`config.mk`:
```
export PLATFORM = sky130hd
export DESIGN_NAME = divs_p6y3
export DESIGN_NICKNAME = d
export VERILOG_FILES = /design/src/rtl/divs_p6y3.sv
export SDC_FILE = /design/constraint.sdc
export NUM_CORES = 1
export LEC_CHECK = 0
export ABC_AREA = 1
export BUFFER_PORTS_ARGS = -buffer_cell sky130_fd_sc_hd__buf_2
export CORE_UTILIZATION = 54
export DETAILED_ROUTE_END_ITERATION = 10
export GPL_ROUTABILITY_DRIVEN = 0
export MAX_ROUTING_LAYER = met4
export PLACE_DENSITY = 0.72
export SLEW_MARGIN = 15
export SYNTH_ARGS = -nofsm -noshare
export SYNTH_HDL_FRONTEND = slang
export SYNTH_SLANG_ARGS = --single-unit
```
`constraint.sdc`:
```
create_clock -name io_in -period 2.1 [get_ports io_in]
set_input_delay 0.42 -clock io_in [delete_from_list [all_inputs] [get_ports io_in]]
set_output_delay 0.42 -clock io_in [all_outputs]
set_load 0.005 [all_outputs]
```
`src/rtl/divs_p6y3.sv`:
```
// Sequential signed divider on the 8-in/8-out tile pinout: 6-bit dividend / 3-bit divisor,
// restoring shift-subtract on magnitudes, quotient then remainder on a muxed output bus.

module divs_p6y3_step (
  input  logic [2:0] rem_i,
  input  logic       bit_i,
  input  logic [2:0] dvs_i,
  output logic [2:0] rem_o,
  output logic       q_o
);
  logic [3:0] trial;
  assign trial = {rem_i, bit_i};
  // A kept remainder is always < |B| <= 4, so modulo-8 subtraction is exact.
  assign q_o   = (trial >= {1'b0, dvs_i});
  assign rem_o = q_o ? (trial[2:0] - dvs_i) : trial[2:0];
endmodule

module divs_p6y3 (
`ifdef GL_TEST
  inout  wire        vccd1,
  inout  wire        vssd1,
`endif
  input  logic [7:0] io_in,
  output logic [7:0] io_out
);
  localparam logic [2:0] S_LDA  = 3'd0;
  localparam logic [2:0] S_LDB  = 3'd1;
  localparam logic [2:0] S_CALC = 3'd2;
  localparam logic [2:0] S_SHQ  = 3'd3;
  localparam logic [2:0] S_SHR  = 3'd4;

  logic       clk, rst;
  logic [5:0] din;
  assign clk = io_in[0];
  assign rst = io_in[1];
  assign din = io_in[7:2];

  logic [2:0] state_q, state_d;
  logic [2:0] cnt_q, cnt_d;
  logic [5:0] a_q, a_d;
  logic [2:0] b_q, b_d;
  logic [5:0] dvd_q, dvd_d;
  logic [2:0] rem_q, rem_d;
  logic [5:0] quo_q, quo_d;
  logic [7:0] out_q, out_d;

  logic [5:0] a_mag;
  logic [2:0] b_mag;
  logic [2:0] step_rem;
  logic       step_q;
  logic [5:0] q_res, r_res, rem_ext;

  assign a_mag   = a_q[5] ? (6'd0 - a_q) : a_q;
  assign b_mag   = b_q[2] ? (3'd0 - b_q) : b_q;
  assign rem_ext = {3'b000, rem_q};

  divs_p6y3_step u_step (
    .rem_i (rem_q),
    .bit_i (dvd_q[5]),
    .dvs_i (b_mag),
    .rem_o (step_rem),
    .q_o   (step_q)
  );

  // -32/-1 needs no special case: magnitude quotient 32 wraps to 6'b100000 unsigned.
  always_comb begin
    q_res = (a_q[5] ^ b_q[2]) ? (6'd0 - quo_q) : quo_q;
    r_res = a_q[5] ? (6'd0 - rem_ext) : rem_ext;
    if (b_q == 3'd0) begin
      q_res = 6'b100000;
      r_res = a_q;
    end
  end

  always_comb begin
    state_d = state_q;
    cnt_d   = cnt_q;
    a_d     = a_q;
    b_d     = b_q;
    dvd_d   = dvd_q;
    rem_d   = rem_q;
    quo_d   = quo_q;
    out_d   = 8'h00;
    case (state_q)
      S_LDA: begin
        a_d     = din;
        state_d = S_LDB;
      end
      S_LDB: begin
        b_d     = din[2:0];
        dvd_d   = a_mag;
        rem_d   = 3'd0;
        quo_d   = 6'd0;
        cnt_d   = 3'd0;
        state_d = S_CALC;
      end
      S_CALC: begin
        dvd_d = {dvd_q[4:0], 1'b0};
        rem_d = step_rem;
        quo_d = {quo_q[4:0], step_q};
        cnt_d = cnt_q + 3'd1;
        if (cnt_q == 3'd5) state_d = S_SHQ;
      end
      S_SHQ: begin
        out_d   = {2'b10, q_res};
        state_d = S_SHR;
      end
      S_SHR: begin
        out_d   = {2'b11, r_res};
        state_d = S_LDA;
      end
      default: state_d = S_LDA;
    endcase
  end

  always_ff @(posedge clk) begin
    if (rst) begin
      state_q <= S_LDA;
      cnt_q   <= 3'd0;
      a_q     <= 6'd0;
      b_q     <= 3'd0;
      dvd_q   <= 6'd0;
      rem_q   <= 3'd0;
      quo_q   <= 6'd0;
      out_q   <= 8'h00;
    end else begin
      state_q <= state_d;
      cnt_q   <= cnt_d;
      a_q     <= a_d;
      b_q     <= b_d;
      dvd_q   <= dvd_d;
      rem_q   <= rem_d;
      quo_q   <= quo_d;
      out_q   <= out_d;
    end
  end

  assign io_out = out_q;
endmodule
```
==> out/metrics.csv <==
stage;metric;value;unit
pwr;worst vdd ir;0.0009128;V
timing;Max transition margin;63.56;%
synth;Post-synth EDFFs;0;
global_routing;largest net degree at the start of global routing;17;
global_routing;gr ovfl total;0;
setup_path;CP peak stage delay;0.41;ns
routing;Post-Route WL;6.161;mm
pwr;Leak;1.052;nW
timing;worst setup margin;0.1950;ns
routing;Pre-antenna DRT Iters;9;
setup_path;Worst EP arrival;2.10;ns
pwr;PwrDens;1613;nW/um^2
setup_path;Worst Setup SP;b_q[1];
setup_path;Reg2Reg Depth;11;
synth;Primary FF master, synth;dfxtp_1;
synth;Post-synth top cells;nand2_1 (59), dfxtp_1 (38), inv_1 (35);
timing;final number of max-transition violations;0;
timing;FMAX;524.9;MHz
timing;Tmin final;1.905;ns
cells_and_area;share of layout cells above drive strength 1;24.47;%
die;Die Footprint;3962;sq um
setup_path;Setup CP Type;reg2reg;
routing;DR DRC count;2;
routing;Via Count;2171;
status;failing checks;DRC, hold timing;
cells_and_area;nets@finish;339;
cts;hold buffer count at cts;0;
pwr;total power;0.004437;W
synth;Area contributors post-synth;dfxtp_1 (38%), nand2_1 (11%), nand3_1 (7.0%), inv_1 (6.6%), a21oi_1 (6.2%);
synth;area leader, netlist;dfxtp_1;
synth;top-area cell type share of the netlist area;37.93;%
setup_path;WP depth;11;
synth;synthesized area;2006;sq um
timing;RSZ-0062 raised after global routing;no;
setup_path;Worst Setup Start Kind;flop;
status;status;finished, violations left;
cells_and_area;Fill cells;207;
setup_path;Critical Path, Cell by Cell;inv_1 > ha_1 > nand2_1 > o21ai_0 > fa_2 > inv_1 > nand2_1 > nand3_2 > nand2_1 > nand3_1 > a21oi_1;
setup_path;reg-to-reg startpoint;b_q[1];
timing;setup TNS;0;ns
placement;Port Buffers;8;
synth;Synth Area per Inst;7.320;sq um
placement;dpl cell area;2046;sq um
cts;Reg clk slew, reported paths;0.08;ns
setup_path;delay-heaviest family, CP;adder cells;
die;core area;3442;sq um
setup_path;RR Endpoint;rem_q[2];
cts;PostCTS Resize Cnt;0;
cells_and_area;diode count;0;
timing;Worst Tran Pin Value;0.5409;ns
timing;Min Hold Slack;-0.09490;ns
setup_path;Worst setup EP type;flop;
global_routing;gr usage total;37.59;%
cells_and_area;multi-input combinational cell area;1046;sq um
routing;initial DRC count;313;
global_routing;vias in the first global route;2723;
cts;CTS tree;done;
synth;Unique masters post-synth;29;
cells_and_area;Area Overhead vs Synth;37.18;%
timing;clock skew;0.006547;ns
placement;pre-CTS setup slack;0.1556;ns
cells_and_area;fin area;2751;sq um
cells_and_area;final core utilization;79.93;%
timing;final hold viol count;2;
setup_path;crit path to;rem_q[2];
cts;Post-CTS Repair Setup Buffers;0;
die;Die Span Y;62.95;um
setup_path;slowest CP cell;fa_2;
setup_path;crit path buf inv count;2;
global_routing;initial antenna violation count;0;
setup_path;CP dominant cell by count;nand2_1;
die;I/O pins;16;
die;Core Rows;21;
synth;post-synthesis sequential area ratio;37.93;%
cells_and_area;Seq. cell area;760.7;sq um
timing;post-route clock period utilization;90.71;%
timing;final setup vio count;0;
global_routing;first-pass GRT wire length;11.46;mm
cts;Worst-Skew Late Latency;0.30;ns
synth;Mapped Cells;274;
die;Initial Util;58.27;%
setup_path;reg2reg setup slack;0.20;ns
flow_run;max cap viols;0;
setup_path;Critical Path RT;2.29;ns
min_path;worst min path class;clk2reg;
routing;WL/cell;16.34;um
die;die width;62.95;um
routing;Vias/cell;5.759;
synth;asr flop ratio synth;0;%
routing;Routed Antenna Nets;0;
placement;hpwl dp;2.936;mm
synth;syn nets;292;
setup_path;crit-path max FO;4;
synth;number of synthesized register bits;38;
synth;Synth warnings;0;
synth;most frequent cell after synthesis;nand2_1;
## routing by layer
layer,GRT usage [%],vias up,part of all wire (%)
met5,-,-,0
met4,43.02,0,7.5
met3,29.56,63,11
met2,47.04,143,44
met1,32.51,972,37
li1,-,993,-
## metrics by stage
stage,hold slack (ns),std cells
2_1_floorplan,0.1904,274
3_3_place_gp,0.06244,320
6_report,-0.09490,377
3_5_place_dp,0.06244,320
4_1_cts,-0.08689,377
5_1_grt,-0.06846,377
## layout by cell type (no fill, tap or decap), drive strengths merged
master,count
o211ai,1
clkinvlp,2
a31oi,1
clkbuf,39
nand3b,1
nor2,17
nand2,71
clkinv,3
ha,9
dfxtp,38
o22ai,1
bufinv,1
nor3,1
buf,8
inv,50
nand3,29
a21oi,33
o21ai,18
fa,1
nand4,5
xor2,2
## flip-flops by register name, indices dropped and copies added, names as in the netlist
signal and count:
cnt_q 3, quo_q 6, a_q 6, b_q 3, dvd_q 6, io_out 8
rem_q 3, state_q 3
## logic make-up (layout without fill, tap and decap cells)
group / count (synthesis) / in the layout / share of synthesized area [%]
xor+xnor: 2 / 2 / 0.8735
simple gates: 124 / 124 / 28.76
compound gates: 54 / 54 / 15.53
buf+inv: 46 / 103 / 10.29
flops: 38 / 38 / 37.93
fa+ha+maj: 10 / 10 / 6.613
## report_power, final
group	internal [W]	switching [W]
Clock	0.00227	0.00137
Combinational	0	0
Sequential	0.000805	0
Total	0.00307	0.00137
## how the worst min path moves through the flow
stage / start / endpoint / slack, ns / cells after the start
floorplan: io_in[2] / a_q[0] / 0.19 / 2
global placement: io_in[1] / cnt_q[2] / 0.06 / 1
detailed placement: io_in[1] / cnt_q[2] / 0.06 / 1
CTS: io_in[6] / a_q[4] / -0.09 / 2
global route: io_in[6] / a_q[4] / -0.07 / 2
finish: io_in[6] / a_q[4] / -0.09 / 2
## final cells by class
cell class	count	area share, %
sequential	38	27.65
clock inverter	21	4.184
tap	46	2.092
inverter	35	5.002
multi-input combinational	190	38.02
clock buffer	39	21.60
timing repair buffer	8	1.455
(Power assumes the default switching activity.)
